**src/rtl/nibble_loader_pkg.sv**
```systemverilog
// Shared widths, FSM state type and nibble-shift helper for the nibble loader.
package nibble_loader_pkg;

  localparam int unsigned NIB_W       = 4;
  localparam int unsigned WORD_NIBS   = 4;
  localparam int unsigned WORD_W      = 16;
  localparam int unsigned SYNC_STAGES = 2;
  localparam int unsigned CNT_W       = $clog2(WORD_NIBS);
  localparam int unsigned PART_W      = WORD_W - NIB_W;

  typedef enum logic {
    COLLECT = 1'b0,
    HOLD    = 1'b1
  } state_t;

  // Earlier nibbles move toward the MSB end as new ones arrive.
  function automatic logic [PART_W-1:0] shift_in(input logic [PART_W-1:0] part,
                                                 input logic [NIB_W-1:0]  nib);
    return {part[PART_W-NIB_W-1:0], nib};
  endfunction

endpackage

```
**src/rtl/nibble_loader_if.sv**
```systemverilog
// Pin-side nibble inputs plus the word/valid/ready consumer handshake.
interface nibble_loader_if;
  import nibble_loader_pkg::*;

  logic [NIB_W-1:0]  din;
  logic              stb;
  logic              sync;
  logic [WORD_W-1:0] word;
  logic              valid;
  logic              ready;
  logic              ovf;
  logic [CNT_W-1:0]  cnt;

  modport master (output din, stb, sync, ready, input word, valid, ovf, cnt);
  modport slave  (input din, stb, sync, ready, output word, valid, ovf, cnt);
endinterface

```
**src/rtl/nibble_loader_pin_sync.sv**
```systemverilog
// Parameterized-width multi-flop synchronizer with synchronous active-low reset.
module pin_sync
  import nibble_loader_pkg::*;
#(
  parameter int unsigned W      = 1,
  parameter int unsigned STAGES = SYNC_STAGES
) (
  input  logic         clk,
  input  logic         rst,
  input  logic [W-1:0] d,
  output logic [W-1:0] q
);

  logic [W-1:0] stage [STAGES];

  always_ff @(posedge clk) begin
    if (!rst) begin
      for (int i = 0; i < int'(STAGES); i++) stage[i] <= '0;
    end else begin
      stage[0] <= d;
      for (int i = 1; i < int'(STAGES); i++) stage[i] <= stage[i-1];
    end
  end

  assign q = stage[STAGES-1];

endmodule

```
**src/rtl/nibble_loader.sv**
```systemverilog
// Assembles four strobed pin nibbles into a 16-bit word with a valid/ready output.
module nibble_loader
  import nibble_loader_pkg::*;
(
  input  logic            clk,
  input  logic            rst,
  nibble_loader_if.slave  bus
);

  logic             stb_s;
  logic             sync_s;
  logic [NIB_W-1:0] din_s;

  pin_sync #(.W(1))     u_stb  (.clk(clk), .rst(rst), .d(bus.stb),  .q(stb_s));
  pin_sync #(.W(1))     u_sync (.clk(clk), .rst(rst), .d(bus.sync), .q(sync_s));
  pin_sync #(.W(NIB_W)) u_din  (.clk(clk), .rst(rst), .d(bus.din),  .q(din_s));

  localparam logic [1:0] ARM_FILLED = 2'd2;
  localparam logic [1:0] ARM_LIVE   = 2'd3;

  logic       stb_d;
  logic [1:0] arm;
  logic       nib_ev;

  // Edge detection only goes live once the synchronizer has carried a real low
  // STB sample after reset, so STB held high through reset release is ignored.
  always_ff @(posedge clk) begin
    if (!rst) begin
      stb_d <= 1'b0;
      arm   <= 2'd0;
    end else begin
      stb_d <= stb_s;
      if (arm < ARM_FILLED)                     arm <= 2'(arm + 2'd1);
      else if (arm == ARM_FILLED && !stb_s)     arm <= ARM_LIVE;
    end
  end

  assign nib_ev = stb_s & ~stb_d & (arm == ARM_LIVE);

  state_t            state, state_nx;
  logic [CNT_W-1:0]  cnt, cnt_nx;
  logic [PART_W-1:0] part, part_nx;
  logic [WORD_W-1:0] word, word_nx;
  logic              ovf, ovf_nx;

  always_ff @(posedge clk) begin
    if (!rst) begin
      state <= COLLECT;
      cnt   <= '0;
      part  <= '0;
      word  <= '0;
      ovf   <= 1'b0;
    end else begin
      state <= state_nx;
      cnt   <= cnt_nx;
      part  <= part_nx;
      word  <= word_nx;
      ovf   <= ovf_nx;
    end
  end

  always_comb begin
    state_nx = state;
    cnt_nx   = cnt;
    part_nx  = part;
    word_nx  = word;
    ovf_nx   = ovf;

    if (state == HOLD && bus.ready) state_nx = COLLECT;

    // Resync wins over a coincident nibble event.
    if (sync_s) begin
      cnt_nx  = '0;
      part_nx = '0;
    end else if (nib_ev) begin
      cnt_nx = CNT_W'(cnt + 1'b1);
      if (cnt == CNT_W'(WORD_NIBS - 1)) begin
        part_nx = '0;
        if (state == COLLECT || bus.ready) begin
          word_nx  = {part, din_s};
          state_nx = HOLD;
        end else begin
          ovf_nx = 1'b1;
        end
      end else begin
        part_nx = shift_in(part, din_s);
      end
    end
  end

  assign bus.word  = word;
  assign bus.valid = (state == HOLD);
  assign bus.ovf   = ovf;
  assign bus.cnt   = cnt;

endmodule

```
**src/flat_wrapper.sv**
```systemverilog
// flat-port wrapper written by rule: the top's interface ports become plain ports
module nibble_loader_flat import nibble_loader_pkg::*;
  (clk, rst, bus_din, bus_stb, bus_sync, bus_ready, bus_word, bus_valid, bus_ovf, bus_cnt);
  nibble_loader_if bus_i ();
  input  logic clk;
  input  logic rst;
  input wire logic [$bits(bus_i.din)-1:0] bus_din;
  input wire logic [$bits(bus_i.stb)-1:0] bus_stb;
  input wire logic [$bits(bus_i.sync)-1:0] bus_sync;
  input wire logic [$bits(bus_i.ready)-1:0] bus_ready;
  output wire logic [$bits(bus_i.word)-1:0] bus_word;
  output wire logic [$bits(bus_i.valid)-1:0] bus_valid;
  output wire logic [$bits(bus_i.ovf)-1:0] bus_ovf;
  output wire logic [$bits(bus_i.cnt)-1:0] bus_cnt;
  assign bus_i.din = bus_din;
  assign bus_i.stb = bus_stb;
  assign bus_i.sync = bus_sync;
  assign bus_i.ready = bus_ready;
  assign bus_word = bus_i.word;
  assign bus_valid = bus_i.valid;
  assign bus_ovf = bus_i.ovf;
  assign bus_cnt = bus_i.cnt;
  nibble_loader u_core (.clk(clk), .rst(rst), .bus(bus_i));
endmodule
```
**config.mk**
```make
export PLATFORM = sky130hd
export DESIGN_NAME = nibble_loader_flat
export DESIGN_NICKNAME = d
export VERILOG_FILES = /design/src/rtl/nibble_loader_pkg.sv /design/src/rtl/nibble_loader_if.sv /design/src/rtl/nibble_loader_pin_sync.sv /design/src/rtl/nibble_loader.sv /design/src/flat_wrapper.sv
export SDC_FILE = /design/constraint.sdc
export NUM_CORES = 1
export LEC_CHECK = 0
export CAP_MARGIN = 30
export CORE_ASPECT_RATIO = 1.2
export CORE_MARGIN = 2
export CORE_UTILIZATION = 30
export CTS_CLUSTER_SIZE = 25
export DETAILED_ROUTE_END_ITERATION = 7
export PLACE_DENSITY = 0.59
export SYNTH_ARGS = -nofsm -noshare
export SYNTH_HDL_FRONTEND = slang
export SYNTH_SLANG_ARGS = --single-unit
```
**constraint.sdc**
```tcl
create_clock -name clk -period 1.85 [get_ports clk]
set_input_delay 0.2775 -clock clk [delete_from_list [all_inputs] [get_ports clk]]
set_output_delay 0.2775 -clock clk [all_outputs]
set_load 0.03 [all_outputs]
```
==> impl_metrics.yaml <==
run_status:
  outcome: "finished, final reports clean"
power:
  cellPowerDensity_nw_per_um2: 833
  power.total_mw: 1.82
  clkPwrFrac_pct: 39.4
  p_seq_share_pct: 57.2
  cellInternalPower_mw: 1.46
  swShare_pct: 19.9
  vdd.ir_drop.worst_v: 0.000438
  leakagePower_nw: 0.740
  combPwrFrac_pct: 3.4
  p_switching_mw: 0.361
timing:
  setup_viol: 0
  relSlewSlack_pct: 63.4
  fin_crit_sh_pct: 88.5
  min_period_ps: 1640
  finClkSkew_ps: 8.77
  tns_ps: 0
  slew_violations: 0
  rsz0062_at_grt: "false"
  max_freq_mhz: 611
  hold_violations: 0
  finalWorstSetupSlack_ps: 213
  worst_pin_slew_ps: 549
logic_synthesis:
  yosysUniqueCellTypes: 18
  yosysSeqAreaShare_pct: 55.0
  syn_avg_cell_area_sq_um: 9.77
  synth_fp_nets: 185
  ys.warnings.count: 0
  syn_area_sq_um: 1710
  postSynthCellCount: 175
  yosys_register_bits: 47
floorplan:
  core_area_sq_um: 5590
  rows: 30
  start_util_pct: 30.6
  fp.dieW_microns: 72.9
  die_area_sq_um: 6320
  die_height_microns: 86.7
  ios: 29
final_layout:
  design_area_sq_um: 2180
  multiInputGateArea_sq_um: 716
  antenna_cells: 0
  final_core_util_pct: 39.0
  drive_above_1_share_pct: 6.37
  seq_area_sq_um: 941
  fillCellCount: 577
  areaGrowthSynthToFinish_pct: 27.6
  fin_nets: 214
clocking:
  clock_latency_ps: 290
  post_cts_buffers: 0
  cts_tree: "done"
  cts_max_level: 2
  cts_buffer_depth: 2
  hold_buffers: 0
  cts_buffers: 5
  root_buffer: "clkbuf_8"
  cts_resized: 0
  path_clk_slew_ps: 80
  cts.sinks: 47
global_route:
  gr-total-overflow: 0
  grt_max_degree: 50
  grt_pass1_vias: 1172
  antenna_found_initial: 0
  grt_use_total_pct: 10.7
  grt_pass1_wl_mm: 5.21
setup_path:
  crit_family: "buffers and inverters"
  crit_chain: "clkdlybuf4s50_1"
  critPathArrivalTime_ps: 1360
  endpoint_kind: "output port"
  critPathKind: "flip-flop to output port"
  cp_max_fo: 3
  max_stage_delay_ps: 690
  worstPathRequired_ps: 1570
  crit_buf_inv: 1
  crit_slowest_cell: "clkdlybuf4s50_1"
  start_kind: "flip-flop"
placed_design:
  globalplace.congestion: 0.656
  placed_area_sq_um: 2080
  port_buffers: 28
  dp_hpwl_mm: 1.99
  dp_slack_ps: 342
drt:
  wirelength_mm: 3.02
  drt_iter0_markers: 64
  antenna_left: 0
  vias_per_cell: 4.54
  wl_per_cell_microns: 11.3
  firstDrtPassIters: 4
  drcViolationCount: 0
  via_count: 1218
hold_path:
  hold_class: "flip-flop to flip-flop"
job:
  cap_violations: 0
## metal layers
layer	global-route usage (%)	up-vias	share of wire [%]
met5	0	-	0
met3	3.60	5	4.7
met4	4.04	0	1.6
li1	-	628	-
met1	13.9	558	48
met2	16.2	27	45
## sequential cells by signal, summed over array words and instances, names as in the netlist
name / flops
u_core.u_din.stage: 8
u_core.u_sync.stage: 2
u_core.bus.valid: 1
u_core.bus.cnt: 2
u_core.stb_d: 1
u_core.u_stb.stage: 2
u_core.arm: 2
u_core.bus.ovf: 1
u_core.part: 12
u_core.bus.word: 16
## area by class of cell
cell class	instances	area share, %
Timing Repair Buffer	33	15.7
Multi-Input combinational cell	117	32.8
Tap cell	64	3.67
Sequential cell	47	43.1
Clock inverter	1	1.38
Clock buffer	6	3.33
## worst paths after layout
check,depth (start not counted),endpoint,slack (ps),startpoint
setup / recovery,1,bus_cnt[0],210,u_core.bus.cnt[0]$_SDFFE_PP0N_
hold / removal,1,u_core.u_stb.stage[0][1]$_SDFF_PN0_,440,u_core.u_stb.stage[0][0]$_SDFF_PN0_
setup reg to reg,5,u_core.bus.word[4]$_SDFFE_PN0P_,560,u_core.bus.cnt[0]$_SDFFE_PP0N_
hold reg to reg,1,u_core.u_stb.stage[0][1]$_SDFF_PN0_,440,u_core.u_stb.stage[0][0]$_SDFF_PN0_
## power groups by stage
stage	logic (mW)	clock network [mW]	registers, mW
4_1_cts	0.0628	0.742	1.04
2_1_floorplan	0.0338	0	1.06
3_5_place_dp	0.0626	0	1.06
3_3_place_gp	0.0618	0	1.06
5_1_grt	0.0696	0.775	1.04
6_report	0.0613	0.716	1.04
## through the flow
step | instances | hold slack (ps)
after floorplan | 175 | 405
after global placement | 261 | 414
after detailed placement | 261 | 419
after CTS | 268 | 441
after global routing | 268 | 451
final | 268 | 438
## synth_stat cells, drive strengths merged
library cell	instances	share of area, %
dfxtp	47	55
nand2	46	10
mux2i	16	9.4
a21oi	15	4.4
and2	13	4.8
nand3b	12	5.3
clkbuf	9	2.0
o21a	3	1.3
and4b	2	1.2
buf	2	1.2
nand2b	2	0.73
nor2	2	0.44
nor2b	2	0.73
ha	1	0.73
nand4b	1	1.4
nor3	1	0.95
xnor2	1	0.51
## logic make-up after synthesis
logic type      count (synthesis)  share of synthesized area (%)
fa+ha+maj                       1                          0.731
flops                          47                           55.0
compound gates                 18                           5.71
mux                            16                           9.36
xor+xnor                        1                          0.512
buf+inv                        11                           3.14
simple gates                   81                           25.5
## cells in the final DEF (no fill, tap or decap)
| cell type | Yosys | routed |
|---|---|---|
| nand2_1 | 46 | 46 |
| mux2i_1 | 16 | 16 |
| and4b_1 | 2 | 2 |
| nor2b_1 | 2 | 2 |
| clkbuf_8 | 0 | 5 |
| nand4b_4 | 1 | 1 |
| buf_12 | 0 | 2 |
| nand3b_1 | 12 | 12 |
| clkdlybuf4s50_1 | 0 | 28 |
| dfxtp_1 | 47 | 47 |
| and2_1 | 13 | 13 |
| nand2b_1 | 2 | 2 |
| xnor2_1 | 1 | 1 |
| bufinv_16 | 0 | 1 |
| ha_1 | 1 | 1 |
| buf_4 | 0 | 3 |
| clkbuf_1 | 9 | 1 |
| nor2_1 | 2 | 2 |
| nor3_4 | 1 | 1 |
| a21oi_1 | 15 | 15 |
| o21a_1 | 3 | 3 |
Power figures use the tool's default switching activity.
